[config.mk]
export PLATFORM = sky130hd
export DESIGN_NAME = adc_spi_reader_flat
export DESIGN_NICKNAME = d
export VERILOG_FILES = /design/src/rtl/adc_spi_reader_pkg.sv /design/src/rtl/adc_spi_reader_if.sv /design/src/rtl/adc_spi_reader_sclk_gen.sv /design/src/rtl/adc_spi_reader.sv /design/src/flat_wrapper.sv
export SDC_FILE = /design/constraint.sdc
export NUM_CORES = 1
export LEC_CHECK = 0
export ABC_AREA = 1
export BUFFER_PORTS_ARGS = -buffer_cell sky130_fd_sc_hd__buf_2
export CAP_MARGIN = 0
export CORE_ASPECT_RATIO = 0.7
export CORE_MARGIN = 3
export CORE_UTILIZATION = 58
export DETAILED_ROUTE_END_ITERATION = 7
export GPL_ROUTABILITY_DRIVEN = 0
export PLACE_DENSITY_LB_ADDON = 0.12
export REMOVE_ABC_BUFFERS = 1
export SYNTH_ARGS = -nofsm -noshare
export SYNTH_HDL_FRONTEND = slang
export SYNTH_HIERARCHICAL = 1
export SYNTH_SLANG_ARGS = --single-unit
[constraint.sdc]
create_clock -name clk_i -period 4.43 [get_ports clk_i]
set_clock_uncertainty 0.2 [all_clocks]
set_input_delay 0.443 -clock clk_i [delete_from_list [all_inputs] [get_ports clk_i]]
set_output_delay 0.443 -clock clk_i [all_outputs]
set_load 0.01 [all_outputs]
[src/rtl/adc_spi_reader_pkg.sv]
// Shared constants, FSM state type and frame-length helper for the ADC SPI reader.
// Latency: n/a (declarations only).
// Backpressure: n/a.
package adc_pkg;

  // Command field: start, single-ended, 3-bit channel select.
  localparam int CMD_BITS = 5;

  // First two command bits sent on every frame.
  localparam logic CMD_START = 1'b1;
  localparam logic CMD_SGL   = 1'b1;

  // Full frame in SCLK periods: command, null bit, then the result.
  function automatic int frame_bits(input int data_w);
    return CMD_BITS + 1 + data_w;
  endfunction

  typedef enum logic [1:0] {
    IDLE  = 2'd0,
    SETUP = 2'd1,
    SHIFT = 2'd2,
    DONE  = 2'd3
  } adc_state_e;

endpackage

[src/rtl/adc_spi_reader_if.sv]
// Request/result bus between the channel sequencer, the input decoder and the ADC reader.
// Latency: n/a (wiring only); NUM_CH/DATA_W must match the reader instance.
// Backpressure: none on the bus; the reader ignores start_i while busy_o is high.
interface adc_spi_reader_if #(
  parameter int NUM_CH = 5,
  parameter int DATA_W = 10
);
  logic [4:0]               channel_i;
  logic                     start_i;
  logic                     miso_i;
  logic                     sclk_o;
  logic                     cs_n_o;
  logic                     mosi_o;
  logic                     busy_o;
  logic                     sample_valid_o;
  logic [4:0]               sample_ch_o;
  logic [DATA_W-1:0]        sample_o;
  logic [NUM_CH*DATA_W-1:0] ch_data_o;

  // Reader side.
  modport slave (
    input  channel_i, start_i, miso_i,
    output sclk_o, cs_n_o, mosi_o, busy_o, sample_valid_o, sample_ch_o, sample_o, ch_data_o
  );

  // Requester / ADC side.
  modport master (
    output channel_i, start_i, miso_i,
    input  sclk_o, cs_n_o, mosi_o, busy_o, sample_valid_o, sample_ch_o, sample_o, ch_data_o
  );
endinterface

[src/rtl/adc_spi_reader_sclk_gen.sv]
// SCLK generator: CLK_DIV-cycle half periods, low half first, with edge strobes.
// Latency: first rise_o strobe CLK_DIV-1 cycles after en_i rises; sclk_o goes high the cycle after.
// Backpressure: none; dropping en_i returns SCLK to idle-low with a cleared counter.
module adc_sclk_gen #(
  parameter int CLK_DIV = 4
) (
  input  logic clk_i,
  input  logic reset_i,
  input  logic en_i,
  output logic sclk_o,
  output logic rise_o,
  output logic fall_o
);

  localparam int CNT_W = (CLK_DIV > 1) ? $clog2(CLK_DIV) : 1;
  localparam logic [CNT_W-1:0] CNT_LAST = CNT_W'(CLK_DIV - 1);

  logic [CNT_W-1:0] half_cnt;
  logic             half_end;

  // Strobes are high in the cycle whose closing edge toggles SCLK.
  assign half_end = en_i && (half_cnt == CNT_LAST);
  assign rise_o   = half_end && !sclk_o;
  assign fall_o   = half_end && sclk_o;

  // Half-period counter wraps at CLK_DIV-1 and toggles SCLK on each wrap.
  always_ff @(posedge clk_i or posedge reset_i) begin
    if (reset_i) begin
      half_cnt <= '0;
      sclk_o   <= 1'b0;
    end else if (!en_i) begin
      half_cnt <= '0;
      sclk_o   <= 1'b0;
    end else if (half_end) begin
      half_cnt <= '0;
      sclk_o   <= ~sclk_o;
    end else begin
      half_cnt <= half_cnt + 1'b1;
    end
  end

endmodule

[src/rtl/adc_spi_reader.sv]
// Runs one SPI frame per start request and stores the result in a per-channel bank (option: ADC_AVG_EN).
// Latency: strobe CLK_DIV*(1+2*FRAME_BITS)+1 cycles after start is sampled; busy for (2+2*FRAME_BITS)*CLK_DIV cycles.
// Backpressure: start_i is level-sampled only while idle; requests during a frame are dropped.
module adc_spi_reader
  import adc_pkg::*;
#(
  parameter int CLK_DIV = 4,
  parameter int NUM_CH  = 5,
  parameter int DATA_W  = 10
) (
  input logic              clk_i,
  input logic              reset_i,
  adc_spi_reader_if.slave  bus
);

  localparam int FRAME_BITS = frame_bits(DATA_W);
  localparam int BIT_W      = $clog2(FRAME_BITS);
  localparam int DLY_W      = $clog2(CLK_DIV);

  localparam logic [BIT_W-1:0] LAST_BIT   = BIT_W'(FRAME_BITS - 1);
  localparam logic [BIT_W-1:0] DATA_FIRST = BIT_W'(CMD_BITS + 1);
  localparam logic [DLY_W-1:0] DLY_LAST   = DLY_W'(CLK_DIV - 1);

  adc_state_e               state;
  logic [DLY_W-1:0]         dly_cnt;
  logic [BIT_W-1:0]         bit_cnt;
  logic [4:0]               ch_lat;
  logic [CMD_BITS-1:0]      cmd_sr;
  logic [DATA_W-1:0]        shreg;
  logic [NUM_CH*DATA_W-1:0] bank;
  logic [DATA_W-1:0]        bank_wr;
  logic                     sclk_rise;
  logic                     sclk_fall;
  logic                     ch_ok;
  logic [4:0]               req_m1;
  logic [4:0]               lat_m1;
  logic [2:0]               ch_idx;

  assign ch_ok  = (bus.channel_i != 5'd0) && (bus.channel_i <= 5'(NUM_CH));
  assign req_m1 = bus.channel_i - 5'd1;
  assign lat_m1 = ch_lat - 5'd1;
  assign ch_idx = lat_m1[2:0];

  assign bus.ch_data_o = bank;

  adc_sclk_gen #(.CLK_DIV(CLK_DIV)) u_sclk (
    .clk_i   (clk_i),
    .reset_i (reset_i),
    .en_i    (state == SHIFT),
    .sclk_o  (bus.sclk_o),
    .rise_o  (sclk_rise),
    .fall_o  (sclk_fall)
  );

`ifdef ADC_AVG_EN
  logic [NUM_CH-1:0] written;
  logic [DATA_W:0]   avg_sum;

  // Rounded mean of the stored and new value; raw value on a slot's first write.
  always_comb begin
    avg_sum = {1'b0, bank[ch_idx*DATA_W +: DATA_W]} + {1'b0, shreg} + (DATA_W+1)'(1);
    bank_wr = written[ch_idx] ? avg_sum[DATA_W:1] : shreg;
  end
`else
  assign bank_wr = shreg;
`endif

  // Frame sequencer: chip select, command shift-out, result shift-in and bank write.
  always_ff @(posedge clk_i or posedge reset_i) begin
    if (reset_i) begin
      state              <= IDLE;
      dly_cnt            <= '0;
      bit_cnt            <= '0;
      ch_lat             <= '0;
      cmd_sr             <= '0;
      shreg              <= '0;
      bank               <= '0;
      bus.cs_n_o         <= 1'b1;
      bus.mosi_o         <= 1'b0;
      bus.busy_o         <= 1'b0;
      bus.sample_valid_o <= 1'b0;
      bus.sample_ch_o    <= '0;
      bus.sample_o       <= '0;
`ifdef ADC_AVG_EN
      written            <= '0;
`endif
    end else begin
      bus.sample_valid_o <= 1'b0;
      case (state)
        IDLE: begin
          if (bus.start_i && ch_ok) begin
            state      <= SETUP;
            ch_lat     <= bus.channel_i;
            // Bits still to send after the start bit; the trailing zero keeps MOSI low afterwards.
            cmd_sr     <= {CMD_SGL, req_m1[2:0], 1'b0};
            bus.mosi_o <= CMD_START;
            bus.cs_n_o <= 1'b0;
            bus.busy_o <= 1'b1;
            dly_cnt    <= '0;
            bit_cnt    <= '0;
            shreg      <= '0;
          end
        end
        SETUP: begin
          if (dly_cnt == DLY_LAST) begin
            dly_cnt <= '0;
            state   <= SHIFT;
          end else begin
            dly_cnt <= dly_cnt + 1'b1;
          end
        end
        SHIFT: begin
          // The ADC's null bit and the command-phase bits are never shifted in.
          if (sclk_rise && (bit_cnt >= DATA_FIRST)) begin
            shreg <= (shreg << 1) | DATA_W'(bus.miso_i);
          end
          if (sclk_fall) begin
            bus.mosi_o <= cmd_sr[CMD_BITS-1];
            cmd_sr     <= cmd_sr << 1;
            if (bit_cnt == LAST_BIT) begin
              bit_cnt            <= '0;
              state              <= DONE;
              bus.cs_n_o         <= 1'b1;
              bus.mosi_o         <= 1'b0;
              bus.sample_valid_o <= 1'b1;
              bus.sample_o       <= shreg;
              bus.sample_ch_o    <= ch_lat;
              bank[ch_idx*DATA_W +: DATA_W] <= bank_wr;
`ifdef ADC_AVG_EN
              written[ch_idx]    <= 1'b1;
`endif
            end else begin
              bit_cnt <= bit_cnt + 1'b1;
            end
          end
        end
        DONE: begin
          if (dly_cnt == DLY_LAST) begin
            dly_cnt    <= '0;
            state      <= IDLE;
            bus.busy_o <= 1'b0;
          end else begin
            dly_cnt <= dly_cnt + 1'b1;
          end
        end
        default: state <= IDLE;
      endcase
    end
  end

endmodule

[src/flat_wrapper.sv]
// flat-port wrapper written by rule: the top's interface ports become plain ports
module adc_spi_reader_flat import adc_pkg::*;
#(
  parameter int CLK_DIV = 4,
  parameter int NUM_CH  = 5,
  parameter int DATA_W  = 10
)
  (clk_i, reset_i, bus_channel_i, bus_start_i, bus_miso_i, bus_sclk_o, bus_cs_n_o, bus_mosi_o, bus_busy_o, bus_sample_valid_o, bus_sample_ch_o, bus_sample_o, bus_ch_data_o);
  adc_spi_reader_if #(.NUM_CH(NUM_CH), .DATA_W(DATA_W)) bus_i ();
  input logic clk_i;
  input logic reset_i;
  input wire logic [$bits(bus_i.channel_i)-1:0] bus_channel_i;
  input wire logic [$bits(bus_i.start_i)-1:0] bus_start_i;
  input wire logic [$bits(bus_i.miso_i)-1:0] bus_miso_i;
  output wire logic [$bits(bus_i.sclk_o)-1:0] bus_sclk_o;
  output wire logic [$bits(bus_i.cs_n_o)-1:0] bus_cs_n_o;
  output wire logic [$bits(bus_i.mosi_o)-1:0] bus_mosi_o;
  output wire logic [$bits(bus_i.busy_o)-1:0] bus_busy_o;
  output wire logic [$bits(bus_i.sample_valid_o)-1:0] bus_sample_valid_o;
  output wire logic [$bits(bus_i.sample_ch_o)-1:0] bus_sample_ch_o;
  output wire logic [$bits(bus_i.sample_o)-1:0] bus_sample_o;
  output wire logic [$bits(bus_i.ch_data_o)-1:0] bus_ch_data_o;
  assign bus_i.channel_i = bus_channel_i;
  assign bus_i.start_i = bus_start_i;
  assign bus_i.miso_i = bus_miso_i;
  assign bus_sclk_o = bus_i.sclk_o;
  assign bus_cs_n_o = bus_i.cs_n_o;
  assign bus_mosi_o = bus_i.mosi_o;
  assign bus_busy_o = bus_i.busy_o;
  assign bus_sample_valid_o = bus_i.sample_valid_o;
  assign bus_sample_ch_o = bus_i.sample_ch_o;
  assign bus_sample_o = bus_i.sample_o;
  assign bus_ch_data_o = bus_i.ch_data_o;
  adc_spi_reader #(.CLK_DIV(CLK_DIV), .NUM_CH(NUM_CH), .DATA_W(DATA_W)) u_core (.clk_i(clk_i), .reset_i(reset_i), .bus(bus_i));
endmodule
==> results.json <==
{
  "final_cells": 1037,
  "worstReg2RegStart": "u_core/ch_lat[1]",
  "firstDrtPassIters": 8,
  "grt_util_met1": 0.436,
  "initial_core_util": 0.604,
  "rr_endpoint": "u_core/bus.ch_data_o[5]",
  "post_cts_resized": 0,
  "place_hpwl_um": 12300,
  "max-vdd-ir-drop_mv": 0.476,
  "cp_max_fo": 6,
  "switching_power_mw": 2.36,
  "port_buffers": 78,
  "grt_max_degree": 50,
  "final.period_utilization": 0.814,
  "core_area_um2": 9870,
  "grt_pass1_wl_um": 28000,
  "clk_latency_ps": 340,
  "setup_violations": 0,
  "r2r_cells": 20,
  "crit_path_end_kind": "flop",
  "min_path_type": "in -> reg",
  "finalNetCount": 933,
  "wl_um": 16500,
  "cts.sinks": 99,
  "antenna_found_initial": 0,
  "whs_endpoint": "u_core/ch_lat[1]",
  "dp_slack_ps": 936,
  "syn-cell-area_um2": 5970,
  "num_io_pins": 79,
  "drtIter0Drc": 876,
  "swShare": 0.546,
  "final_common_cell": "nand2_1",
  "avgSynthCellArea_um2": 7.15,
  "outcome": "complete, but fails checks",
  "path_class": "reg -> reg",
  "cp_slowest_stage_delay_ps": 430,
  "dieArea_um2": 11600,
  "worst_slew_pin_slew_ps": 902,
  "critPathArrivalTime_ps": 3690,
  "cts_max_level": 3,
  "synth_seq_cells": 99,
  "cts.clk_slew.worst_paths_ps": 70,
  "crit_path_top_delay_cell": "dfrtp_1",
  "die_h_um": 90.9,
  "wire_per_inst_um": 15.9,
  "seqPwrFrac": 0.245,
  "numCtsBuffers": 9,
  "overflow": 0,
  "rsz0062_at_grt": "no",
  "n_fill_cell": 873,
  "dp_cells": 1020,
  "crit_top_cell": "inv_1",
  "period_needed_ps": 3610,
  "die_x_um": 127,
  "violations": "DRC",
  "crit_required_ps": 4510,
  "power_frac_comb": 0.590,
  "hold_viol": 0,
  "reg2reg_slack_ps": 820,
  "max_freq_ghz": 0.277,
  "grt.met3_usage": 0.0857,
  "grt_busiest_layer": "met1",
  "clk_path_buf_depth": 2,
  "antenna_cells": 0,
  "ys_types": 38,
  "cp-start-kind": "flop",
  "area_growth_pct": 12.2,
  "layout_setup_ws_ps": 825,
  "slew_viol_final": 0,
  "finalPower_mw": 4.33,
  "viasPerCell": 5.72,
  "grt_pass1_vias": 5611,
  "root_buffer": "clkbuf_16",
  "final_layout_size_suffix_gt1_frac": 0.156,
  "internal-power_mw": 1.96,
  "p_clk_frac": 0.165,
  "hp-start": "bus_channel_i[1]",
  "met2_usage": 0.428,
  "cts_setup_buffers": 0,
  "seq_area_frac_synth": 0.415,
  "antenna_left": 0,
  "cts_tree": "yes",
  "num_rows": 30,
  "timing.max_cap.violations": 0,
  "cp_cell_sequence": "inv_2 > ha_1 > or2_2 > nand2_1 > inv_1 > ha_1 > nand2_1 > ha_1 > inv_1 > nand3_1 > inv_1 > ha_1 > inv_1 > nor2_1 > inv_1 > nor3_1 > nor2_1 > nand3_1 > nand2_1 > inv_1",
  "p_leak_nw": 3.72,
  "grt_usage": 0.299,
  "via_count": 5932,
  "power-per-cell-area_nw_per_um2": 646,
  "hold_depth": 3,
  "relSlewSlack": 0.397,
  "fin_setup_tns_ps": 0,
  "syn_inst": 835,
  "final_cell_mix": "nand2_1, dfrtp_1, buf_2, nand3_1, inv_1",
  "drc": 7,
  "yosys_warnings": 6
}
-- metrics by stage --
step           hold WS [ps]  area (um^2)   util
2_1_floorplan         -3.36         5800      -
3_3_place_gp            125         6420  0.650
3_5_place_dp            130         6420  0.650
4_1_cts                 149         6690  0.678
5_1_grt                 175         6690  0.678
6_report                158         6690  0.678
-- final cells by class --
| class | count | area, um^2 | share of cell area |
|---|---|---|---|
| flip-flops and latches | 99 | 2480 | 0.370 |
| clock inverters | 4 | 26.3 | 0.00393 |
| well taps | 128 | 160 | 0.0239 |
| inverters | 82 | 309 | 0.0462 |
| clock buffers | 12 | 236 | 0.0353 |
| multi-input cells | 624 | 3020 | 0.450 |
| repair buffers | 88 | 468 | 0.0699 |
-- layer usage --
layer	routed length (um)	part of all wire
met1	7120	0.43
met2	6990	0.42
met3	2040	0.12
met4	374	0.023
met5	0	0
-- cells in the mapped netlist (all sizes together) --
cell / number / area, um^2
nand2: 313 / 1210
dfrtp: 98 / 2450
inv: 82 / 308
nand3: 80 / 415
nor2: 75 / 343
o21ai: 73 / 388
a21oi: 20 / 100
ha: 20 / 250
buf: 19 / 123
nand4: 16 / 106
clkbuf: 11 / 42.5
nor3: 7 / 57.6
o21a: 5 / 37.5
nand3b: 4 / 30.0
or2: 3 / 18.8
o211ai: 2 / 15.0
o22ai: 2 / 12.5
a31oi: 1 / 6.26
and2: 1 / 6.26
and3: 1 / 6.26
dfstp: 1 / 26.3
nor3b: 1 / 7.51
-- logic make-up after synthesis --
group / after synthesis / share of synthesized area
compound gates: 103 / 0.0937
fa+ha+maj: 20 / 0.0419
buf+inv: 112 / 0.0793
flops: 99 / 0.415
simple gates: 501 / 0.370
-- power by group through the flow --
stage | registers, mW | logic (mW) | clock network, mW
after CTS | 1.06 | 2.44 | 0.728
after detailed placement | 1.08 | 2.42 | 0
after global placement | 1.07 | 2.33 | 0
after floorplan | 1.08 | 1.71 | 0
after global routing | 1.07 | 2.78 | 0.767
final | 1.06 | 2.55 | 0.713
-- flip-flops by register name, summed over array words and instances, names as in the netlist --
register and cells:
u_core/bus.ch_data_o 50, u_core/bank_wr 10, u_core/bus.sample_o 10, u_core/bus.sample_ch_o 5
u_core/ch_lat 5, u_core/bit_cnt 4, u_core/cmd_sr 4, u_core/dly_cnt 2
u_core/state 2, u_core/u_sclk/half_cnt 2, u_core/bus.busy_o 1, u_core/bus.cs_n_o 1
u_core/bus.mosi_o 1, u_core/bus.sample_valid_o 1, u_core/u_sclk/sclk_o 1
-- worst max-delay path by stage --
stage	endpoint	start	slack, ps	cells after the start
after global routing	u_core/bus.ch_data_o[5]	u_core/ch_lat[1]	500	20
final	u_core/bus.ch_data_o[5]	u_core/ch_lat[1]	820	20
after CTS	u_core/bus.ch_data_o[4]	u_core/ch_lat[1]	890	20
after detailed placement	u_core/bus.ch_data_o[4]	u_core/ch_lat[1]	940	20
after global placement	u_core/bus.ch_data_o[4]	u_core/ch_lat[1]	1150	20
after floorplan	u_core/bus.ch_data_o[22]	u_core/ch_lat[0]	140	15
-- worst max-delay path: cells and delay by family (launching register included) --
family                     cells  cell delay, ps
adders and majority gates      4             940
buffers and inverters          7             580
DFF                            1             430
and+or+nand+nor                9            1400
-- timing repair --
item / 4_1_cts / 5_1_grt
endpoints found under the setup margin: 0 / 0
hold endpoints to repair: 3 / 0
hold buffers: 1 / 0
(Power assumes the default switching activity.)
